`src/rtl/sync_fifo_flags.sv`:
```
// Synchronous FIFO with registered occupancy count, decoded flags and sticky overflow/underflow errors.
// Read mode: standard registered read by default; first-word-fall-through when SYNC_FIFO_FWFT_EN is defined.
module sync_fifo_flags #(
  parameter int DATA_WIDTH = 8,
  parameter int FIFO_DEPTH = 6,
  parameter int AF_TH      = FIFO_DEPTH - 1,
  parameter int AE_TH      = 1
) (
  input  logic                            i_clk,
  input  logic                            i_rst_n,
  input  logic                            i_wr_en,
  input  logic [DATA_WIDTH-1:0]           i_wr_data,
  input  logic                            i_rd_en,
  input  logic                            i_clr_err,
  output logic [DATA_WIDTH-1:0]           o_rd_data,
  output logic                            o_rd_valid,
  output logic                            o_full,
  output logic                            o_empty,
  output logic                            o_almost_full,
  output logic                            o_almost_empty,
  output logic [$clog2(FIFO_DEPTH+1)-1:0] o_count,
  output logic                            o_overflow,
  output logic                            o_underflow
);
  localparam int PW = (FIFO_DEPTH > 2) ? $clog2(FIFO_DEPTH) : 1;
  localparam int CW = $clog2(FIFO_DEPTH + 1);

  if (FIFO_DEPTH < 2) begin : g_bad_depth
    $error("sync_fifo_flags: FIFO_DEPTH must be >= 2");
  end
  if (AF_TH < 1 || AF_TH > FIFO_DEPTH) begin : g_bad_af
    $error("sync_fifo_flags: AF_TH must be in 1..FIFO_DEPTH");
  end
  if (AE_TH < 0 || AE_TH > FIFO_DEPTH - 1) begin : g_bad_ae
    $error("sync_fifo_flags: AE_TH must be in 0..FIFO_DEPTH-1");
  end

  logic [DATA_WIDTH-1:0] mem_q [FIFO_DEPTH];
  logic [PW-1:0]         wr_ptr_q, wr_ptr_d, rd_ptr_q, rd_ptr_d;
  logic [CW-1:0]         count_q, count_d;
  logic                  ovf_q, ovf_d, udf_q, udf_d;
  logic                  rd_acc, wr_acc;

  // Flags come straight off the registered count.
  assign o_full         = (count_q == CW'(FIFO_DEPTH));
  assign o_empty        = (count_q == '0);
  assign o_almost_full  = (count_q >= CW'(AF_TH));
  assign o_almost_empty = (count_q <= CW'(AE_TH));
  assign o_count        = count_q;
  assign o_overflow     = ovf_q;
  assign o_underflow    = udf_q;

  // A write into a full FIFO is still taken when a read frees the slot this edge.
  assign rd_acc = i_rd_en && !o_empty;
  assign wr_acc = i_wr_en && (!o_full || rd_acc);

  always_comb begin
    wr_ptr_d = wr_ptr_q;
    rd_ptr_d = rd_ptr_q;
    count_d  = count_q;
    if (wr_acc) wr_ptr_d = (wr_ptr_q == PW'(FIFO_DEPTH - 1)) ? '0 : wr_ptr_q + PW'(1);
    if (rd_acc) rd_ptr_d = (rd_ptr_q == PW'(FIFO_DEPTH - 1)) ? '0 : rd_ptr_q + PW'(1);
    case ({wr_acc, rd_acc})
      2'b10:   count_d = count_q + CW'(1);
      2'b01:   count_d = count_q - CW'(1);
      default: count_d = count_q;
    endcase
    // New error events take priority over a same-cycle clear.
    ovf_d = (ovf_q && !i_clr_err) || (i_wr_en && !wr_acc);
    udf_d = (udf_q && !i_clr_err) || (i_rd_en && !rd_acc);
  end

  always_ff @(posedge i_clk or negedge i_rst_n) begin
    if (!i_rst_n) begin
      wr_ptr_q <= '0;
      rd_ptr_q <= '0;
      count_q  <= '0;
      ovf_q    <= 1'b0;
      udf_q    <= 1'b0;
    end else begin
      wr_ptr_q <= wr_ptr_d;
      rd_ptr_q <= rd_ptr_d;
      count_q  <= count_d;
      ovf_q    <= ovf_d;
      udf_q    <= udf_d;
    end
  end

  // Storage is deliberately unreset; stale words are never exposed because the count gates reads.
  always_ff @(posedge i_clk) begin
    if (wr_acc) mem_q[wr_ptr_q] <= i_wr_data;
  end

`ifdef SYNC_FIFO_FWFT_EN
  assign o_rd_data  = o_empty ? '0 : mem_q[rd_ptr_q];
  assign o_rd_valid = !o_empty;
`else
  logic [DATA_WIDTH-1:0] rd_data_q, rd_data_d;
  logic                  rd_valid_q, rd_valid_d;

  always_comb begin
    rd_data_d  = rd_data_q;
    rd_valid_d = rd_acc;
    if (rd_acc) rd_data_d = mem_q[rd_ptr_q];
  end

  always_ff @(posedge i_clk or negedge i_rst_n) begin
    if (!i_rst_n) begin
      rd_data_q  <= '0;
      rd_valid_q <= 1'b0;
    end else begin
      rd_data_q  <= rd_data_d;
      rd_valid_q <= rd_valid_d;
    end
  end

  assign o_rd_data  = rd_data_q;
  assign o_rd_valid = rd_valid_q;
`endif

endmodule
```
`config.mk`:
```
export PLATFORM = sky130hd
export DESIGN_NAME = sync_fifo_flags
export DESIGN_NICKNAME = d
export VERILOG_FILES = /design/src/rtl/sync_fifo_flags.sv
export SDC_FILE = /design/constraint.sdc
export NUM_CORES = 1
export LEC_CHECK = 0
export ABC_CLOCK_PERIOD_IN_PS = 2500
export BUFFER_PORTS_ARGS = -buffer_cell sky130_fd_sc_hd__buf_2
export CAP_MARGIN = 20
export CORE_MARGIN = 10
export CORE_UTILIZATION = 55
export CTS_BUF_LIST = sky130_fd_sc_hd__clkbuf_4 sky130_fd_sc_hd__clkbuf_8 sky130_fd_sc_hd__clkbuf_16
export DETAILED_ROUTE_END_ITERATION = 8
export HOLD_SLACK_MARGIN = 0.02
export PLACE_DENSITY = 0.81
export SLEW_MARGIN = 20
export SYNTH_ARGS = -nofsm -noshare
export SYNTH_HDL_FRONTEND = slang
export SYNTH_SLANG_ARGS = --single-unit
```
`constraint.sdc`:
```
create_clock -name i_clk -period 2.5 [get_ports i_clk]
set_input_delay 0.25 -clock i_clk [delete_from_list [all_inputs] [get_ports i_clk]]
set_output_delay 0.25 -clock i_clk [all_outputs]
set_load 0.005 [all_outputs]
```
; ---- After elaboration in Yosys (flattened, before gate mapping)
; Memories as Yosys holds them, arrays and structs flattened. A register that Yosys moved wholly into a read port is not among the register bits.
; Index checks and enable logic that the tools add are counted.
[op_classes]
n_addsub = 4
n_lt_le_gt_ge = 2
n_eq_ne = 5
mux = 5
n_reduce_logical = 17
[op_table]
columns = cell, n
row1 = adder 3 x 1 -> 3 bit (second input constant), 3
row2 = equality test 3 bit (second input constant), 3
row3 = logical AND 1 bit, 6
row4 = logical NOT 1 bit, 6
row5 = 2-to-1 mux 3 bit, 2
row6 = case mux 3 bit (2 select lines), 1
row7 = >= comparator 3 bit (second input constant), 1
row8 = less-or-equal comparator 3 x 1 -> 1 bit (second input constant), 1
row9 = logical NOT 3 bit, 1
row10 = logical OR 1 bit, 3
row11 = subtractor 3 x 1 -> 3 bit (second input constant), 1
row12 = equality test 2 x 1 -> 1 bit (second input constant), 1
row13 = equality test 2 bit (second input constant), 1
row14 = 2-to-1 mux 1 bit, 2
row15 = nonzero test 2 bit, 1
[totals]
ff_bits = 12
ram_bits = 48
input_bits = 13
output_inout_bits = 18
word_cells = 40
mem_count = 1
[memory_table]
columns = memory, words, width, read_ports, rd_clocked_by_memory_dff, wr, line_no
row1 = mem_q, 6, 8, 1, 1, 1, 38  ; logic [DATA_WIDTH-1:0] mem_q [FIFO_DEPTH];

; ---- Depth between registers and ports, before layout
; Gate-level depths: netlist of the first run.
[logic_depth]
word_depth = 8
mapped_depth = 7
depth_no_buf = 7

; ---- Least setup slack after synthesis of the first run
; No wires, ideal clock.
[synth_path]
kind = register to register
startpoint = reg count_q[0], in the netlist o_count[0]
endpoint = mem mem_q[2][0], enable pin
setup_time_ns = 0.370
t_arrival_ns = 1.556
required_ns = 2.130
slack_ns = 0.574
path_stages_with_launch = 7
path_buffers = 0
synth_period_minus_slack_ns = 1.926
cell_sequence = dfrtp_1 -> inv_1 -> ha_1 -> nand3b_1 -> nand2_1 -> or2_1 -> nor2_1
[synth_between]
elab_chain_len = 7
word_cells_on_any_way = 9
cone_classes = eq/ne: 1 / mux: 2 / reduce/logical: 6
[synth_lines]
columns = item, line_no
row1 = from (decl), 40  ; logic [CW-1:0] count_q, count_d;
row2 = from (signal assigned), 83  ; count_q <= count_d;
row3 = logical NOT 3 bit, 46  ; assign o_empty = (count_q == '0);
row4 = logical NOT 1 bit, 54  ; assign rd_acc = i_rd_en && !o_empty;
row5 = logical AND 1 bit, 54
row6 = logical OR 1 bit *, 55  ; assign wr_acc = i_wr_en && (!o_full || rd_acc);
row7 = logical AND 1 bit *, 55
row8 = 2-to-1 mux 1 bit *, 91  ; if (wr_acc) mem_q[wr_ptr_q] <= i_wr_data;
row9 = 2-to-1 mux 1 bit (implied by the code) *, 91
row10 = to (decl), 38
; Every way passes the cells marked *; elsewhere a longest branch is shown, timed or not.

; ---- Final worst setup path of the first run
[layout_path]
startpoint = reg count_q[0], in the netlist o_count[0]
endpoint = mem mem_q[0][6], enable pin
; Same word-level chain as after synthesis.

==> results.yml, run 1 <==
sta:
  max_clock_freq_ghz: 0.488
  rsz0062_at_grt: "false"
  slew-limit-headroom: 0.689
  setup_violations: 0
  setup-tns-final_ps: 0
  fin_crit_sh: 0.820
  finalHoldViolCount: 0
  finClkSkew_ps: 11.1
  timing.final.crit_period_ps: 2050
  timing_worst_slew_pin_value_ps: 467
  slew_viol_final: 0
global_route:
  grt_pass1_wl_microns: 8400
  combined_global_route_utilization_of_all_metal_layers: 0.130
  maximum_number_of_pins_on_one_net_before_global_route_repair: 27
  grt_overflow_total: 0
  use_met3: 0.0486
  met2_usage: 0.206
  gr-max-usage-layer: "met2"
  first_global_vias: 1665
  m1_gr_usage: 0.152
  antenna_found_initial: 0
status:
  status: "finished clean"
clock_tree:
  clock_tree.htree_level_count: 3
  root_buffer: "sky130_fd_sc_hd__clkbuf_8"
  post_cts_resize_count: 0
  clock_insertion_delay_worst_skew_ps: 340
  clock_tree.buffer_depth: 2
  cts.reportedPaths.clkPinSlew_ps: 70
  cts.sink_count: 68
  numCtsBuffers: 9
  tritoncts: "done"
  post-cts-setup-buffers: 0
  hold_buffers: 1
synthesis:
  netlist_area_sq_mm: 0.00281
  syn-instance-count: 190
  synth-edff-count: 48
  syn_area_per_cell_sq_um: 14.8
  primary_ff_master_synth: "sky130_fd_sc_hd__edfxtp_1"
  yosys_register_bits: 68
  synth_cell_types: 36
  synth_nets: 208
  synth_sequential_area_ratio: 0.690
  postSynth.asyncResetShare: 0.294
  synth.yosys.warnings: 0
power:
  static_leakage_nw: 1.30
  worst_ir_drop_vdd_mv: 0.823
  finalPower_w: 0.00369
  cellPowerDensity_mw_per_mm2: 1140
route:
  vias_per_cell: 5.38
  detail_route.wirelength_microns: 5230
  detail-route-antenna-nets: 0
  drt_pre_antenna_iters: 6
  route.detailed.drc: 0
  detailroute.via_count: 1626
  routedWlPerCell_microns: 17.3
  dr.first_iter.drc_count: 92
finish:
  final_design_area_no_fill_sq_mm: 0.00325
  insertedDiodeCount: 0
  layout-drive-gt1-share: 0.285
  finish.utilization: 0.669
  nNetsFinal: 248
  final_cell_mix: "48 x sky130_fd_sc_hd__edfxtp_1, 30 x sky130_fd_sc_hd__buf_2, 20 x sky130_fd_sc_hd__dfrtp_1, 18 x sky130_fd_sc_hd__a21oi_1, 16 x sky130_fd_sc_hd__mux2i_1"
  synthToLayoutAreaGrowth_pct: 15.4
  most_common_cell_after_layout_fill_and_taps_aside: "sky130_fd_sc_hd__edfxtp_1"
placed_design:
  finalWeightedCongestion: 0.831
  place.port_buffers: 30
  dp.final_hpwl_microns: 3400
  dpl_cell_area_sq_mm: 0.00303
critical_path:
  worst_setup_path_endpoint: "mem_q[0][6]"
  reg2reg_setup_slack_ps: 450
  cp-start-kind: "register"
  critical_path.reg2reg.endpoint: "mem_q[0][6]"
  worst_setup_path_end_kind: "register"
  r2r.worst_path.cells: 7
  r2r_start: "o_count[0]"
  setup.worst_path.class: "register to register"
  crit_fanout: 6
  worstPathRequired_ps: 2550
  arrival_ps: 2100
  timing.critical_path.from: "o_count[0]"
run:
  maxCapViolations: 0
worst_hold_path:
  hold_path.class: "primary input to register"
  hold_depth: 1
floorplan:
  io-pin-count: 31
  rows: 25
  start_util: 0.580
  die_width_microns: 91.5
  fp.dieArea_sq_mm: 0.00837
  fp.dieH_microns: 91.5
  floorplan.core_area_sq_mm: 0.00485
routing by layer:
metal,routed length (microns),up-vias
met3,308,14
met1,2310,782
met2,2480,45
met5,0,-
met4,127,0
li1,-,785
cells in the mapped netlist, types with 3 or more instances:
cell                       count  area, sq um
sky130_fd_sc_hd__edfxtp_1     48         1440
sky130_fd_sc_hd__nand2b_1      4         25.0
sky130_fd_sc_hd__a21oi_1      18         90.1
sky130_fd_sc_hd__mux2_2        6         67.6
sky130_fd_sc_hd__o22ai_1       9         56.3
sky130_fd_sc_hd__mux2i_1      16          160
sky130_fd_sc_hd__nor2_1       13         48.8
sky130_fd_sc_hd__xnor2_1       3         26.3
sky130_fd_sc_hd__nor3_2        3         30.0
sky130_fd_sc_hd__dfrtp_1      20          500
sky130_fd_sc_hd__ha_1          5         62.6
sky130_fd_sc_hd__inv_1         3         11.3
sky130_fd_sc_hd__buf_2         4         20.0
sky130_fd_sc_hd__nand2_1       7         26.3
sky130_fd_sc_hd__buf_6         3         33.8
worst min-delay path by stage:
stage	startpoint	to	slack (ps)
5_1_grt	i_wr_data[6]	mem_q[5][6]	140
2_1_floorplan	i_rst_n	o_count[0]	-50
4_1_cts	i_wr_data[6]	mem_q[5][6]	140
6_report	i_wr_data[3]	mem_q[4][3]	150
3_3_place_gp	i_rst_n	o_underflow	230
3_5_place_dp	i_rst_n	o_overflow	240
power breakdown:
| part | internal (W) | switching (W) |
|---|---|---|
| Clock | 0.000485 | 0.000404 |
| Sequential | 0.00148 | 0.000160 |
| Combinational | 0.000525 | 0.000632 |
| Total | 0.00249 | 0.00120 |
cells by family after synthesis:
logic type,share of synthesized area
mux,0.0890
buf+inv,0.0285
compound gates,0.0761
flops,0.690
simple gates,0.0814
xor+xnor,0.0125
fa+ha+maj,0.0222
cell type report:
type	instances	area, sq um
flip-flops and latches	68	1940
fillers	361	1600
multi-input cells	109	791
repair buffers	38	213
clock buffers	10	138
well taps	67	83.8
clock inverters	6	63.8
inverters	4	15.0
sequential cells by signal, indices dropped and copies added (netlist names):
register	count
o_rd_valid	1
wr_ptr_q	3
o_rd_data	8
o_overflow	1
rd_ptr_q	3
mem_q	48
o_underflow	1
o_count	3
worst max-delay path, cell delays in order (launching register included):
cell                       delay [ps]
sky130_fd_sc_hd__dfrtp_1          440
sky130_fd_sc_hd__inv_1            120
sky130_fd_sc_hd__ha_1             230
sky130_fd_sc_hd__nand3b_1         140
sky130_fd_sc_hd__nand2_1          100
sky130_fd_sc_hd__or2_1            280
sky130_fd_sc_hd__nor3_2           230
sky130_fd_sc_hd__buf_4            220
per-stage QoR:
stage / std cells / setup WS (ps) / hold WS (ps)
final: 302 / 450 / 154
after global routing: 302 / 284 / 142
after CTS: 302 / 442 / 139
after detailed placement: 285 / 459 / 235
after global placement: 285 / 585 / 232
after floorplan: 190 / 574 / -45.6
Note: power is estimated with default switching activity, not from simulation.
==> run 2: changes to the inputs <==
--- a/config.mk
+++ b/config.mk
@@ -5,7 +5,8 @@
 export SDC_FILE = /design/constraint.sdc
 export NUM_CORES = 1
 export LEC_CHECK = 0
-export ABC_CLOCK_PERIOD_IN_PS = 2500
+export ABC_AREA = 1
+export ABC_CLOCK_PERIOD_IN_PS = 1900
 export BUFFER_PORTS_ARGS = -buffer_cell sky130_fd_sc_hd__buf_2
 export CAP_MARGIN = 20
 export CORE_MARGIN = 10
@@ -13,7 +14,7 @@
 export CTS_BUF_LIST = sky130_fd_sc_hd__clkbuf_4 sky130_fd_sc_hd__clkbuf_8 sky130_fd_sc_hd__clkbuf_16
 export DETAILED_ROUTE_END_ITERATION = 8
 export HOLD_SLACK_MARGIN = 0.02
-export PLACE_DENSITY = 0.81
+export PLACE_DENSITY = 0.8
 export SLEW_MARGIN = 20
 export SYNTH_ARGS = -nofsm -noshare
 export SYNTH_HDL_FRONTEND = slang
==> constraint.sdc (replaced) <==
create_clock -name i_clk -period 1.9 [get_ports i_clk]
set_input_delay 0.19 -clock i_clk [delete_from_list [all_inputs] [get_ports i_clk]]
set_output_delay 0.19 -clock i_clk [all_outputs]
set_load 0.005 [all_outputs]
==> run 2 against run 1 <==
  * Synthesized cell count is 56% higher
  * Worst setup slack worse by 260 ps
  * Sequential share of layout area is 2.3 points lower
  * First-iteration DRC count is 5.4% lower
  * Wire length is 3.7% higher
  * Largest cell class unchanged
==> results.yml, run 2 <==
critical_path:
  setup.worst_path.class: "register to register"
  worst_path_max_delay_cell: "sky130_fd_sc_hd__dfrtp_1"
  crit_fanout: 8
  arrival_ps: 1760
  worstPathRequired_ps: 1950
  cp_cell_sequence: "ha_1 > nand3_1 > nand2_1 > nor2_2 > inv_1 > nor2_1 > buf_4"
  cpPeakStageDelay_ps: 430
  worst_setup_path_end_kind: "register"
  cp-start-kind: "register"
clock_tree:
  root_buffer: "sky130_fd_sc_hd__clkbuf_8"
  cts.reportedPaths.clkPinSlew_ps: 70
  clock_tree.htree_level_count: 3
  cts.sink_count: 68
  tritoncts: "done"
  clock_tree.buffer_depth: 2
  numCtsBuffers: 9
  clock_insertion_delay_worst_skew_ps: 330
  post_cts_resize_count: 0
synthesis:
  synth_cell_types: 25
  synth_sequential_area_ratio: 0.656
  synth.yosys.warnings: 0
  synth_nets: 314
  syn-instance-count: 296
  yosysMostFrequentCell: "sky130_fd_sc_hd__nand2_1"
  synth-edff-count: 48
  yosys_register_bits: 68
  netlist_top_cells_count: "106 x sky130_fd_sc_hd__nand2_1, 48 x sky130_fd_sc_hd__edfxtp_1, 39 x sky130_fd_sc_hd__nor2_1"
  syn_area_per_cell_sq_um: 10.0
  postSynth.asyncResetShare: 0.294
  synthDominantCellAreaShare: 0.487
  post-synth-top-area-cell: "sky130_fd_sc_hd__edfxtp_1"
  post_synth_main_area_contributors: "sky130_fd_sc_hd__edfxtp_1 49%, sky130_fd_sc_hd__dfrtp_1 17%, sky130_fd_sc_hd__nand2_1 13%"
  primary_ff_master_synth: "sky130_fd_sc_hd__edfxtp_1"
  netlist_area_sq_mm: 0.00296
status:
  status: "finished clean"
route:
  drt_pre_antenna_iters: 6
  detail-route-antenna-nets: 0
  routedWlPerCell_microns: 13.1
  detailroute.via_count: 2008
  dr.first_iter.drc_count: 87
  vias_per_cell: 4.86
  route.detailed.drc: 0
  detail_route.wirelength_microns: 5420
global_route:
  m1_gr_usage: 0.157
  maximum_number_of_pins_on_one_net_before_global_route_repair: 21
  grt_pass1_wl_microns: 9140
  use_met3: 0.0679
  combined_global_route_utilization_of_all_metal_layers: 0.136
  gr-max-usage-layer: "met2"
  antenna_found_initial: 0
  first_global_vias: 1976
  met2_usage: 0.214
  grt_overflow_total: 0
sta:
  setup-tns-final_ps: 0
  timing.final.crit_period_ps: 1710
  fin_crit_sh: 0.901
  finClkSkew_ps: 6.63
  slew-limit-headroom: 0.697
  slew_viol_final: 0
  max_clock_freq_ghz: 0.584
  finalHoldViolCount: 0
  fin_worst_hold_slack_ps: 69.3
  rsz0062_at_grt: "false"
  setup_violations: 0
  timing_worst_slew_pin_value_ps: 455
worst_hold_path:
  hold_path.class: "primary input to register"
floorplan:
  rows: 26
  fp.dieArea_sq_mm: 0.00872
  die_width_microns: 93.4
  fp.dieH_microns: 93.4
  floorplan.core_area_sq_mm: 0.00517
  start_util: 0.573
  io-pin-count: 31
placed_design:
  finalWeightedCongestion: 0.840
  dp.final_hpwl_microns: 3900
  place.port_buffers: 30
power:
  cellPowerDensity_mw_per_mm2: 1430
  static_leakage_nw: 1.56
  worst_ir_drop_vdd_mv: 0.646
finish:
  nNetsFinal: 357
  insertedDiodeCount: 0
  synthToLayoutAreaGrowth_pct: 14.1
  flip_flop_count_of_the_largest_register_after_layout: 48
  most_common_cell_after_layout_fill_and_taps_aside: "sky130_fd_sc_hd__nand2_1"
  final_cell_mix: "106 x sky130_fd_sc_hd__nand2_1, 48 x sky130_fd_sc_hd__edfxtp_1, 39 x sky130_fd_sc_hd__nor2_1, 30 x sky130_fd_sc_hd__buf_2, 22 x sky130_fd_sc_hd__inv_1"
  layout-drive-gt1-share: 0.190
  largest-register: "mem_q"
run:
  maxCapViolations: 0
run 2: cells by family after synthesis:
group                    synth area share
flip-flops                          0.656
AND/OR/NAND/NOR                     0.226
buffers and inverters              0.0608
XOR/XNOR                          0.00592
AO/OA/AOI/OAI                      0.0300
adder cells (fa/ha/maj)            0.0211
run 2: per-layer routing:
layer / share of wire / wire length (microns)
met2: 0.48 / 2580
met3: 0.083 / 448
met1: 0.43 / 2350
met5: 0 / 0
met4: 0.0076 / 41
run 2: worst paths after layout:
| kind | start | slack, ps | depth (start not counted) | to |
|---|---|---|---|---|
| worst max-delay path | o_count[1] | 190 | 7 | mem_q[3][6] |
| worst min-delay path | i_clr_err | 70 | 2 | o_overflow |
| worst max register to register | o_count[1] | 190 | 7 | mem_q[3][6] |
| worst min register to register | o_rd_data[5] | 500 | 2 | o_rd_data[5] |
| max in group asynchronous | i_rst_n | 1250 | 2 | o_rd_data[4] |
| min in group asynchronous | i_rst_n | 330 | 2 | o_count[2] |
run 2: critical path, delay by kind of cell (launching register included):
family        cells  cell delay, ps
buf+inv           2             280
simple gates      4             500
flops             1             430
fa+ha+maj         1             220
run 2: final cells by class:
| type | count | area, sq um |
|---|---|---|
| Tap cell | 70 | 87.6 |
| Clock buffer | 12 | 146 |
| Sequential cell | 68 | 1940 |
| Fill cell | 414 | 1790 |
| Multi-Input combinational cell | 192 | 845 |
| Clock inverter | 3 | 15.0 |
| Inverter | 26 | 100 |
| Timing Repair Buffer | 42 | 243 |
run 2: timing repair:
| action | in CTS | in global routing |
|---|---|---|
| hold endpoints to repair | 20 | 0 |
| endpoints found under the setup margin | 0 | 15 |
| hold buffers | 1 | 0 |
| buffers inserted | 0 | 1 |
run 2: metrics by stage:
| stage | cell area, sq um | setup slack [ps] | util | cells | power, W |
|---|---|---|---|---|---|
| 3_3_place_gp | 3200 | 234 | 0.619 | 396 | 0.00381 |
| 3_5_place_dp | 3200 | 145 | 0.619 | 396 | 0.00387 |
| 2_1_floorplan | 2970 | 41.0 | - | 296 | 0.00339 |
| 6_report | 3380 | 188 | 0.653 | 413 | 0.00483 |
| 5_1_grt | 3380 | 38.7 | 0.653 | 413 | 0.00526 |
| 4_1_cts | 3370 | 133 | 0.652 | 412 | 0.00485 |
run 2: where the power goes:
| part | switching (W) | total (W) | internal (W) |
|---|---|---|---|
| sequential | 0.000236 | 0.00216 | 0.00193 |
| clock | 0.000467 | 0.000970 | 0.000503 |
| combinational | 0.00105 | 0.00170 | 0.000650 |
==> run 3: changes to the inputs <==
--- a/config.mk
+++ b/config.mk
@@ -5,7 +5,6 @@
 export SDC_FILE = /design/constraint.sdc
 export NUM_CORES = 1
 export LEC_CHECK = 0
-export ABC_AREA = 1
 export ABC_CLOCK_PERIOD_IN_PS = 1900
 export BUFFER_PORTS_ARGS = -buffer_cell sky130_fd_sc_hd__buf_2
 export CAP_MARGIN = 20
@@ -14,7 +13,7 @@
 export CTS_BUF_LIST = sky130_fd_sc_hd__clkbuf_4 sky130_fd_sc_hd__clkbuf_8 sky130_fd_sc_hd__clkbuf_16
 export DETAILED_ROUTE_END_ITERATION = 8
 export HOLD_SLACK_MARGIN = 0.02
-export PLACE_DENSITY = 0.8
+export PLACE_DENSITY = 0.81
 export SLEW_MARGIN = 20
 export SYNTH_ARGS = -nofsm -noshare
 export SYNTH_HDL_FRONTEND = slang
==> run 3 against run 2 <==
  * Register-to-register slack worse by 70 ps
  * Combinational power fell by 7%
  * Count of clock-buffer cells in the layout shrank 1
  * Via count decreased by 20%
  * Worst hold slack improved by 29 ps
  * Non-clock buffer count fell by 1
  * Worst setup slack lost 70 ps
  * Fmax down 3.9%
  * First-iteration DRC count grew 18%
  * Global-route usage is 0.47 points lower
  * Sequential cell count did not move
  * Highest routed layer unchanged
==> results.yml, run 3 (synthesized netlist as in run 1, its figures left out) <==
route:
  detailroute.via_count: 1616
  routedWlPerCell_microns: 17.0
  detail-route-antenna-nets: 0
  route.detailed.drc: 0
  drt_pre_antenna_iters: 4
  detail_route.wirelength_microns: 5200
  dr.first_iter.drc_count: 103
  vias_per_cell: 5.30
global_route:
  combined_global_route_utilization_of_all_metal_layers: 0.131
  grt_pass1_wl_microns: 8630
  antenna_found_initial: 0
  maximum_number_of_pins_on_one_net_before_global_route_repair: 27
  first_global_vias: 1707
  grt_overflow_total: 0
critical_path:
  worstPathRequired_ps: 1950
  r2r_start: "o_count[0]"
  cp-start-kind: "register"
  reg2reg_setup_slack_ps: 120
  worst_setup_path_end_kind: "register"
  arrival_ps: 1830
  r2r.worst_path.cells: 7
  critical_path.reg2reg.endpoint: "mem_q[4][6]"
  setup.worst_path.class: "register to register"
  crit_fanout: 4
finish:
  finish.utilization: 0.691
  nNetsFinal: 251
  flip_flop_count_of_the_largest_register_after_layout: 48
  insertedDiodeCount: 0
  most_common_cell_after_layout_fill_and_taps_aside: "sky130_fd_sc_hd__edfxtp_1"
  final_cell_mix: "48 x sky130_fd_sc_hd__edfxtp_1, 30 x sky130_fd_sc_hd__buf_2, 20 x sky130_fd_sc_hd__dfrtp_1, 18 x sky130_fd_sc_hd__a21oi_1, 16 x sky130_fd_sc_hd__mux2i_1"
  layout-drive-gt1-share: 0.294
  multi_input_comb_area_sq_um: 797
  synthToLayoutAreaGrowth_pct: 19.0
  layout.area.seq_sq_mm: 0.00194
  final_design_area_no_fill_sq_mm: 0.00335
  largest-register: "mem_q"
  nFillCells: 318
power:
  cellPowerDensity_mw_per_mm2: 1580
  worst_ir_drop_vdd_mv: 0.850
  static_leakage_nw: 1.36
run:
  maxCapViolations: 0
floorplan:
  start_util: 0.580
  fp.dieH_microns: 91.5
  io-pin-count: 31
  die_width_microns: 91.5
  floorplan.core_area_sq_mm: 0.00485
  fp.dieArea_sq_mm: 0.00837
  rows: 25
sta:
  timing_worst_slew_pin_value_ps: 458
  finalHoldViolCount: 0
  slew_viol_final: 0
  max_clock_freq_ghz: 0.561
  fin_crit_sh: 0.938
  slew-limit-headroom: 0.695
  fin_worst_hold_slack_ps: 98.4
  finClkSkew_ps: 10.6
  setup_violations: 0
  rsz0062_at_grt: "false"
  timing.final.crit_period_ps: 1780
placed_design:
  finalWeightedCongestion: 0.770
  dp.final_hpwl_microns: 3470
  place.port_buffers: 30
  dpl_cell_area_sq_mm: 0.00307
worst_hold_path:
  hold_start: "i_wr_data[4]"
  hold_path.class: "primary input to register"
  hold_depth: 1
  hold_path_end: "mem_q[4][4]"
clock_tree:
  clock_insertion_delay_worst_skew_ps: 330
  clock_tree.htree_level_count: 3
  root_buffer: "sky130_fd_sc_hd__clkbuf_8"
  post-cts-setup-buffers: 0
  cts.reportedPaths.clkPinSlew_ps: 70
  cts.sink_count: 68
  numCtsBuffers: 9
  clock_tree.buffer_depth: 2
  tritoncts: "done"
status:
  status: "finished clean"
-- run 3: changes by cell type in the layout (fill, tap and decap cells not counted), moves of 16 or more --
cell	delta
sky130_fd_sc_hd__mux2i_1	+16
sky130_fd_sc_hd__nor2_1	-26
sky130_fd_sc_hd__a21oi_1	+17
sky130_fd_sc_hd__inv_1	-19
sky130_fd_sc_hd__nand2_1	-99
sky130_fd_sc_hd__nand3_1	-16
-- run 3: layer usage --
metal,GRT usage,part of all wire
met5,0,0
met3,0.0379,0.043
met1,0.156,0.44
met4,0.0640,0.017
met2,0.213,0.50
-- run 3: power breakdown --
group / internal, W / switching [W]
Sequential: 0.00195 / 0.000216
Combinational: 0.000743 / 0.000842
Clock: 0.00103 / 0.000509
Total: 0.00373 / 0.00157
-- run 3: worst max-delay path by stage --
stage                     from  slack, ps     endpoint  cells after the start
CTS                 o_count[0]        110  mem_q[4][6]                      7
finish              o_count[0]        120  mem_q[4][6]                      7
global placement    o_count[1]        180  mem_q[4][2]                      6
floorplan           o_count[0]        -30  mem_q[4][0]                      6
global route        o_count[0]          9  mem_q[4][6]                      7
detailed placement  o_count[1]        160  mem_q[4][6]                      6
-- run 3: layout make-up --
type | instances | area share
clock buffer | 11 | 0.0415
clock inverter | 5 | 0.0370
inverter | 4 | 0.00448
multi-input combinational | 109 | 0.238
sequential | 68 | 0.580
tap | 67 | 0.0250
timing repair buffer | 41 | 0.0740
-- run 3: per-stage QoR --
stage	total power (W)	setup TNS, ps	instances	setup WS [ps]
6_report	0.00529	0	305	118
5_1_grt	0.00562	0	305	9.45
4_1_cts	0.00534	0	305	114
3_5_place_dp	0.00379	0	288	159
3_3_place_gp	0.00373	0	288	179
2_1_floorplan	0.00326	-503	190	-26.1
-- run 3: critical path: stages, from the launching register on --
cell and delay, ps:
sky130_fd_sc_hd__dfrtp_1 370, sky130_fd_sc_hd__inv_1 90, sky130_fd_sc_hd__ha_1 210, sky130_fd_sc_hd__nand3b_1 140
sky130_fd_sc_hd__nand2_1 80, sky130_fd_sc_hd__or2_1 270, sky130_fd_sc_hd__nor2_1 160, sky130_fd_sc_hd__buf_4 170
-- run 3: repair_timing --
item | 4_1_cts | 5_1_grt
hold buffers | 1 | 0
gates resized for setup | 0 | 1
hold endpoints to repair | 20 | 0
setup endpoints to repair | 0 | 1
